--- src/rtl/const_reverse_lookup_if.sv ---
// Request/result handshake bundle for the constant-table reverse lookup.
interface const_reverse_lookup_if;
    logic        in_valid;
    logic        in_ready;
    logic [28:0] in_value;
    logic        out_valid;
    logic        out_ready;
    logic        out_hit;
    logic [3:0]  out_index;
    logic [4:0]  out_count;

    modport slave (
        input  in_valid, in_value, out_ready,
        output in_ready, out_valid, out_hit, out_index, out_count
    );

    modport master (
        output in_valid, in_value, out_ready,
        input  in_ready, out_valid, out_hit, out_index, out_count
    );
endinterface

--- src/rtl/const_reverse_lookup.sv ---
// Sequential reverse lookup over the 16-entry, 29-bit constant table:
// one entry per cycle, reports lowest matching index, hit flag and match count.
module const_reverse_lookup #(
    parameter bit EARLY_EXIT = 1'b0
) (
    input  logic                 clk,
    input  logic                 rst_n,
    const_reverse_lookup_if.slave bus
);
    typedef enum logic [1:0] {IDLE, SCAN, DONE} state_e;

    state_e      state_q, state_d;
    logic [28:0] val_q;
    logic [3:0]  idx_q;
    logic        hit_q;
    logic [3:0]  index_q;
    logic [4:0]  count_q;

    logic        in_ready_q, in_ready_d;
    logic        out_valid_q, out_valid_d;
    logic        out_hit_q, out_hit_d;
    logic [3:0]  out_index_q, out_index_d;
    logic [4:0]  out_count_q, out_count_d;

    logic match, accept, handoff, scan_end;

    // Literal values already truncated/zero-extended to 29 bits.
    function automatic logic [28:0] tbl(input logic [3:0] i);
        case (i)
            4'd0:    tbl = 29'd0;
            4'd1:    tbl = 29'd11;
            4'd2:    tbl = 29'd222;
            4'd3:    tbl = 29'd3456;
            4'd4:    tbl = 29'd146;
            4'd5:    tbl = 29'd1194684;
            4'd6:    tbl = 29'd342391;
            4'd7:    tbl = 29'd3456789;
            4'd8:    tbl = 29'd146;
            4'd9:    tbl = 29'd15036;
            4'd10:   tbl = 29'd14711;
            4'd11:   tbl = 29'd48917;
            4'd12:   tbl = 29'h0F626172;
            4'd13:   tbl = 29'h0F626172;
            4'd14:   tbl = 29'd1;
            default: tbl = 29'd15;
        endcase
    endfunction

    assign match    = (val_q == tbl(idx_q));
    assign accept   = (state_q == IDLE) && bus.in_valid && in_ready_q;
    assign handoff  = (state_q == DONE) && out_valid_q && bus.out_ready;
    assign scan_end = (idx_q == 4'd15) || (EARLY_EXIT && match);

    always_ff @(posedge clk or negedge rst_n) begin
        if (!rst_n) begin
            state_q     <= IDLE;
            in_ready_q  <= 1'b1;
            out_valid_q <= 1'b0;
            out_hit_q   <= 1'b0;
            out_index_q <= '0;
            out_count_q <= '0;
        end else begin
            state_q     <= state_d;
            in_ready_q  <= in_ready_d;
            out_valid_q <= out_valid_d;
            out_hit_q   <= out_hit_d;
            out_index_q <= out_index_d;
            out_count_q <= out_count_d;
        end
    end

    always_comb begin
        state_d = state_q;
        unique case (state_q)
            IDLE:    if (accept)   state_d = SCAN;
            SCAN:    if (scan_end) state_d = DONE;
            DONE:    if (handoff)  state_d = IDLE;
            default: state_d = IDLE;
        endcase
    end

    // Result registers load on DONE entry so a partial scan is never visible.
    always_comb begin
        in_ready_d  = (state_d == IDLE);
        out_valid_d = 1'b0;
        out_hit_d   = out_hit_q;
        out_index_d = out_index_q;
        out_count_d = out_count_q;
        if (state_q == DONE) begin
            if (!out_valid_q) begin
                out_valid_d = 1'b1;
                out_hit_d   = hit_q;
                out_index_d = index_q;
                out_count_d = count_q;
            end else if (bus.out_ready) begin
                out_hit_d   = 1'b0;
                out_index_d = '0;
                out_count_d = '0;
            end else begin
                out_valid_d = 1'b1;
            end
        end
    end

    always_ff @(posedge clk or negedge rst_n) begin
        if (!rst_n) begin
            val_q   <= '0;
            idx_q   <= '0;
            hit_q   <= 1'b0;
            index_q <= '0;
            count_q <= '0;
        end else if (accept) begin
            val_q   <= bus.in_value;
            idx_q   <= '0;
            hit_q   <= 1'b0;
            index_q <= '0;
            count_q <= '0;
        end else if (state_q == SCAN) begin
            if (match) begin
                count_q <= count_q + 5'd1;
                if (!hit_q) begin
                    hit_q   <= 1'b1;
                    index_q <= idx_q;
                end
            end
            if (!scan_end) idx_q <= idx_q + 4'd1;
        end
    end

    assign bus.in_ready  = in_ready_q;
    assign bus.out_valid = out_valid_q;
    assign bus.out_hit   = out_hit_q;
    assign bus.out_index = out_index_q;
    assign bus.out_count = out_count_q;
endmodule

--- src/flat_wrapper.sv ---
// flat-port wrapper written by rule: the top's interface ports become plain ports
module const_reverse_lookup_flat 
#(
    parameter bit EARLY_EXIT = 1'b0
)
  (clk, rst_n, bus_in_valid, bus_in_value, bus_out_ready, bus_in_ready, bus_out_valid, bus_out_hit, bus_out_index, bus_out_count);
  const_reverse_lookup_if bus_i ();
  input  logic clk;
  input  logic rst_n;
  input wire logic [$bits(bus_i.in_valid)-1:0] bus_in_valid;
  input wire logic [$bits(bus_i.in_value)-1:0] bus_in_value;
  input wire logic [$bits(bus_i.out_ready)-1:0] bus_out_ready;
  output wire logic [$bits(bus_i.in_ready)-1:0] bus_in_ready;
  output wire logic [$bits(bus_i.out_valid)-1:0] bus_out_valid;
  output wire logic [$bits(bus_i.out_hit)-1:0] bus_out_hit;
  output wire logic [$bits(bus_i.out_index)-1:0] bus_out_index;
  output wire logic [$bits(bus_i.out_count)-1:0] bus_out_count;
  assign bus_i.in_valid = bus_in_valid;
  assign bus_i.in_value = bus_in_value;
  assign bus_i.out_ready = bus_out_ready;
  assign bus_in_ready = bus_i.in_ready;
  assign bus_out_valid = bus_i.out_valid;
  assign bus_out_hit = bus_i.out_hit;
  assign bus_out_index = bus_i.out_index;
  assign bus_out_count = bus_i.out_count;
  const_reverse_lookup #(.EARLY_EXIT(EARLY_EXIT)) u_core (.clk(clk), .rst_n(rst_n), .bus(bus_i));
endmodule
--- config.mk ---
export PLATFORM = sky130hd
export DESIGN_NAME = const_reverse_lookup_flat
export DESIGN_NICKNAME = d
export VERILOG_FILES = /design/src/rtl/const_reverse_lookup_if.sv /design/src/rtl/const_reverse_lookup.sv /design/src/flat_wrapper.sv
export SDC_FILE = /design/constraint.sdc
export NUM_CORES = 1
export LEC_CHECK = 0
export ABC_AREA = 0
export BUFFER_PORTS_ARGS = -buffer_cell sky130_fd_sc_hd__buf_2
export CAP_MARGIN = 20
export CORE_MARGIN = 10
export CORE_UTILIZATION = 45
export CTS_CLUSTER_DIAMETER = 60
export DETAILED_ROUTE_END_ITERATION = 8
export PLACE_DENSITY = 0.65
export SLEW_MARGIN = 15
export SYNTH_ARGS = -nofsm -noshare
export SYNTH_HDL_FRONTEND = slang
export SYNTH_SLANG_ARGS = --single-unit
--- constraint.sdc ---
create_clock -name clk -period 3.75 [get_ports clk]
set_input_delay 1.125 -clock clk [delete_from_list [all_inputs] [get_ports clk]]
set_output_delay 1.125 -clock clk [all_outputs]
set_load 0.01 [all_outputs]
=== Yosys cells after proc, flatten, opt, wreduce, memory -nomap -nowiden ===
Memories as Yosys holds them, arrays and structs flattened.
Cells that the tools add are included.

* Muxes and demuxes: 26
* $add $sub $neg: 2
* Equal/unequal tests: 7
* Reductions and logical operators: 12

{| class="wikitable"
|+ Operators by type and width
! operator !! count
|-
| two-way mux 4 bit || 9
|-
| == test 29 bit || 1
|-
| two-way mux 5 bit || 5
|-
| two-way mux 1 bit || 8
|-
| two-way mux 2 bit || 3
|-
| one-hot mux 2 bit (3 select lines) || 1
|-
| AND reduction 2 bit || 3
|-
| adder 5 x 1 -> 5 bit (second input constant) || 1
|-
| adder 4 x 1 -> 4 bit (second input constant) || 1
|-
| == test 4 bit (second input constant) || 1
|-
| logical AND 1 bit || 4
|-
| logical NOT 2 bit || 2
|-
| != test 2 bit (second input constant) || 2
|-
| nonzero test 2 bit || 2
|-
| AND reduction 3 bit || 1
|-
| == test 2 x 1 -> 1 bit (second input constant) || 1
|-
| == test 2 bit (second input constant) || 1
|-
| != test 2 x 1 -> 1 bit (second input constant) || 1
|}

* Bits of input ports: 33
* Output and inout bits: 12
* Logic and storage cells: 59
* Flip-flop bits (word level): 57
* Bits in read-only memories: 416
* Memories: 1

{| class="wikitable"
|+ Memories
! memory !! words !! bits a word !! rd ports !! clocked after Yosys merged registers in !! write ports !! RTL line !! source
|-
| (name not given) || 16 || 26 || 1 || 0 || 0 || const_reverse_lookup.sv:29 || <nowiki>case (i)</nowiki>
|}

=== Logic depth before layout (Yosys ltp) ===
* Word-level depth: 6
* Depth in mapped cells: 12
* Mapped depth without buffers: 9

=== Worst setup path before layout ===
OpenSTA, ideal clock, no wires.

* Kind: register to register
* Start point: register u_core.idx_q[0]
* End point: register u_core.count_q[3]
* Library setup time: 0.078 ns
* Clock period less this slack: 3.028 ns
* Cell stages (with the launch flop): 12
* Arrival: 2.949 ns
* Setup slack: 0.722 ns
* Path through: dfrtp_1 buf_1 inv_1 ha_1 mux2i_1 mux2_2 a211oi_1 nand4_1 or3_1 buf_6 or4_1 a21oi_1

* Word-level cells in the longest chain between the ends: 4

{| class="wikitable"
|+ RTL lines
! item !! RTL line !! source
|-
| from (decl) || const_reverse_lookup.sv:14 || <nowiki>logic [3:0] idx_q;</nowiki>
|-
| from (signal assigned) || const_reverse_lookup.sv:126 || <nowiki>if (!scan_end) idx_q <= idx_q + 4'd1;</nowiki>
|-
| memory (16 x 26 bit) || n/a ||
|-
| == test 29 bit || const_reverse_lookup.sv:49 || <nowiki>assign match = (val_q == tbl(idx_q));</nowiki>
|-
| nonzero test 2 bit (no line) || n/a ||
|-
| AND reduction 2 bit (no line) || n/a ||
|-
| to (signal assigned) || const_reverse_lookup.sv:120 || <nowiki>count_q <= count_q + 5'd1;</nowiki>
|-
| to (decl) || const_reverse_lookup.sv:17 || <nowiki>logic [4:0] count_q;</nowiki>
|}

No other way between the ends.
A chain may end at the register's enable or synchronous reset.

=== Final worst setup path ===
* Start point: register u_core.idx_q[0]
* End point: register u_core.count_q[2]

Same word-level chain as after synthesis.

==> summary.txt <==
Critical path's largest stage delay: 0.56 ns
Critical path's top delay family: simple AND/OR/NAND/NOR gates
Hold Slack: 0.480 ns
Cell repeated most along the worst path: ha_1
Final instance area: 3670 sq um
Cts hold-fix bufs: 0
Residual antenna-violating net count after detailed routing: 0
Slowest cell on the critical path: or3_1
Unrepaired setup endpoints after global routing: false
Starting density of the core: 0.464
Net Count, Synth: 400
Dpl ws: 0.380 ns
Required @ worst endpoint: 3.99 ns
Vias in the first global route: 2,570
Area grow syn2layout: 15.8%
Fin. max-slew vios: 0
Post-synth EDFFs: 0
Ports: 45
Total core area: 6830 sq um
Largest net degree at the start of global routing: 46
Final Skew: 0.0109 ns
Final core occ: 0.537
First-pass GRT wire length: 12,500 um
Worst hold path type: register to register
Vias per inst: 5.32
Final net count: 443
Max clock buf depth: 2
CTS tree: yes
Min Tclk post-route: 3.43 ns
Placed cell areas: 3470 sq um
CP Buf/Inv Count: 0
H-tree depth: 3
Port Buf Inserts: 44
Clk Latency, worst-skew pair: 0.35 ns
Area of the mapped netlist: 3170 sq um
Post-synth top area share: 0.442
Worst R2R Setup Slack: 0.32 ns
DR iter-0 viols: 83
TritonCTS buffer count: 9
Hold path start: u_core.val_q[28]
Placed Cells: 483
Status: completed
Hold EP: u_core.val_q[28]
Fmax: 291 MHz
Slew @ Worst Pin: 0.653 ns
Via count: 2,661
Reg-to-reg endpoint: u_core.count_q[2]
Detail Placement HPWL: 5280 um
CP Max Fanout: 11
Setup CP Type: register to register
Synth Instances: 356
GRT overflow: 0
Flops & latches, synth: 57
Relative slew margins: 0.563
Die Width: 104 um
CTS Root Cell: clkbuf_8
Peak supply drop: 342 uV
Post-synthesis sequential area ratio: 0.450
MaxCap Viol Count: 0
DR DRC count: 0
Tcrit/Tclk final: 0.916
Initial antenna violation count: 0
Post-synth top flop: dfrtp_1
Type of origin of the critical path: register
Wire length per cell: 14.8 um
GRT Resource Usage Total: 0.139
Routed WL: 7380 um
Final setup vio count: 0
Top cells by area, synth: dfrtp_1, nand2_1, ha_1
CP arrival: 3.67 ns
Proportion of layout cells with a drive suffix above 1: 0.181
Layout Cells excl Fill: 500
Reg-to-reg startpoint: u_core.idx_q[0]
Rows: 30
Post-CTS sizing: 0
R2R cell count: 9
Sink Count: 57
Setup ws final: 0.316 ns
Pleak: 1.80 nW
Final RePlAce weighted congestion: 0.884
Antenna diodes: 0
Kind of end point of the critical path: register
Worst-path clk slew: 0.08 ns
Distinct cells, synth: 56
Final total power: 2.92 mW
Setup Buffers After CTS: 0
Fillcell total: 689
Setup TNS Final: 0 ns
Final hold violations: 0
Syn avg cell area: 8.90 sq um
Cell taking the most area after synthesis: dfrtp_1
Die area: 10,800 sq um
Die height: 104 um
Power Dens Cells: 796 nW/um^2
Drt first pass iters: 4
Worst hold path depth: 2
Crit-path cells: ha_1 -> ha_1 -> xor2_1 -> or4_1 -> a22oi_1 -> nand4_1 -> or3_1 -> or2_0 -> a311o_1
Post-synth ARST share: 1.00
Yosys warnings: 0
layer usage:
metal  vias up  global-route usage  share of wire
met4         0              0.0716          0.027
li1       1334                   -              -
met2        53               0.219           0.45
met1      1257               0.172           0.48
met3        17              0.0366          0.038
met5         -                   0              0
synthesized netlist by cell type, drive strengths merged, types with 3 or more instances:
cell    number
xnor2        7
clkbuf      11
nand2      100
xor2         4
nor3         4
and2         3
a22o        10
or3          3
nand3b       3
dfrtp       56
nand4b       5
a21oi       15
buf         11
a211oi       4
mux2         3
nand2b       3
nand3       10
nor2b        4
inv         12
ha          11
nor2        12
o31ai        7
mux2i        8
o21ai       10
or4          4
logic make-up after synthesis:
group / Yosys count / share of synthesized area
DFF: 57 / 0.450
and+or+nand+nor: 162 / 0.235
AOI/OAI and AO/OA: 70 / 0.157
adders and majority gates: 11 / 0.0434
xor gates and xnor gates: 11 / 0.0304
buffers and inverters: 34 / 0.0478
muxes: 11 / 0.0359
sequential cells by signal, indices dropped and copies added (netlist names):
register              flops
u_core.bus.in_ready       1
u_core.bus.out_count      5
u_core.bus.out_hit        1
u_core.bus.out_index      4
u_core.bus.out_valid      1
u_core.count_q            5
u_core.hit_q              1
u_core.idx_q              4
u_core.index_q            4
u_core.state_q            2
u_core.val_q             29
layout by cell type (no fill, tap or decap), types with 5 or more instances in the layout:
cell type / synthesis / routed
nand4b_1: 5 / 5
nand2_1: 100 / 100
ha_1: 11 / 11
nand3_1: 10 / 10
a21oi_1: 15 / 15
a22o_1: 10 / 10
buf_4: 0 / 9
mux2i_1: 8 / 8
o31ai_1: 7 / 7
clkbuf_8: 0 / 10
buf_2: 7 / 44
nor2_1: 12 / 12
xnor2_1: 7 / 7
inv_1: 12 / 12
o21ai_0: 10 / 10
dfrtp_1: 56 / 56
where the power goes:
group | total, mW | switching (mW) | internal (mW)
logic | 1.31 | 0.718 | 0.587
registers | 1.08 | 0.236 | 0.843
clock network | 0.536 | 0.279 | 0.257
total | 2.92 | 1.23 | 1.69
cell type report:
class	count	area, sq um	share of cell area
inverter	12	45.0	0.0123
clock inverter	6	41.3	0.0113
tap	96	120	0.0327
clock buffer	10	138	0.0375
sequential	57	1430	0.389
multi-input combinational	265	1590	0.433
timing repair buffer	54	308	0.0839
how the worst max path moves through the flow:
stage                     from           endpoint  slack, ns  cells after the start
2_1_floorplan  u_core.idx_q[0]  u_core.count_q[3]       0.72                     11
3_3_place_gp   u_core.idx_q[0]  u_core.count_q[2]       0.43                      9
3_5_place_dp   u_core.idx_q[0]  u_core.count_q[2]       0.38                      9
4_1_cts        u_core.idx_q[0]  u_core.count_q[2]       0.36                      9
5_1_grt        u_core.idx_q[0]  u_core.count_q[2]       0.08                      9
6_report       u_core.idx_q[0]  u_core.count_q[2]       0.32                      9
worst reg2reg max path, cell delays in order, from the launching register on:
cell,delay [ns]
dfrtp_1,0.47
ha_1,0.34
ha_1,0.26
xor2_1,0.16
or4_1,0.40
a22oi_1,0.25
nand4_1,0.14
or3_1,0.56
or2_0,0.36
a311o_1,0.38
Power figures use the tool's default switching activity.
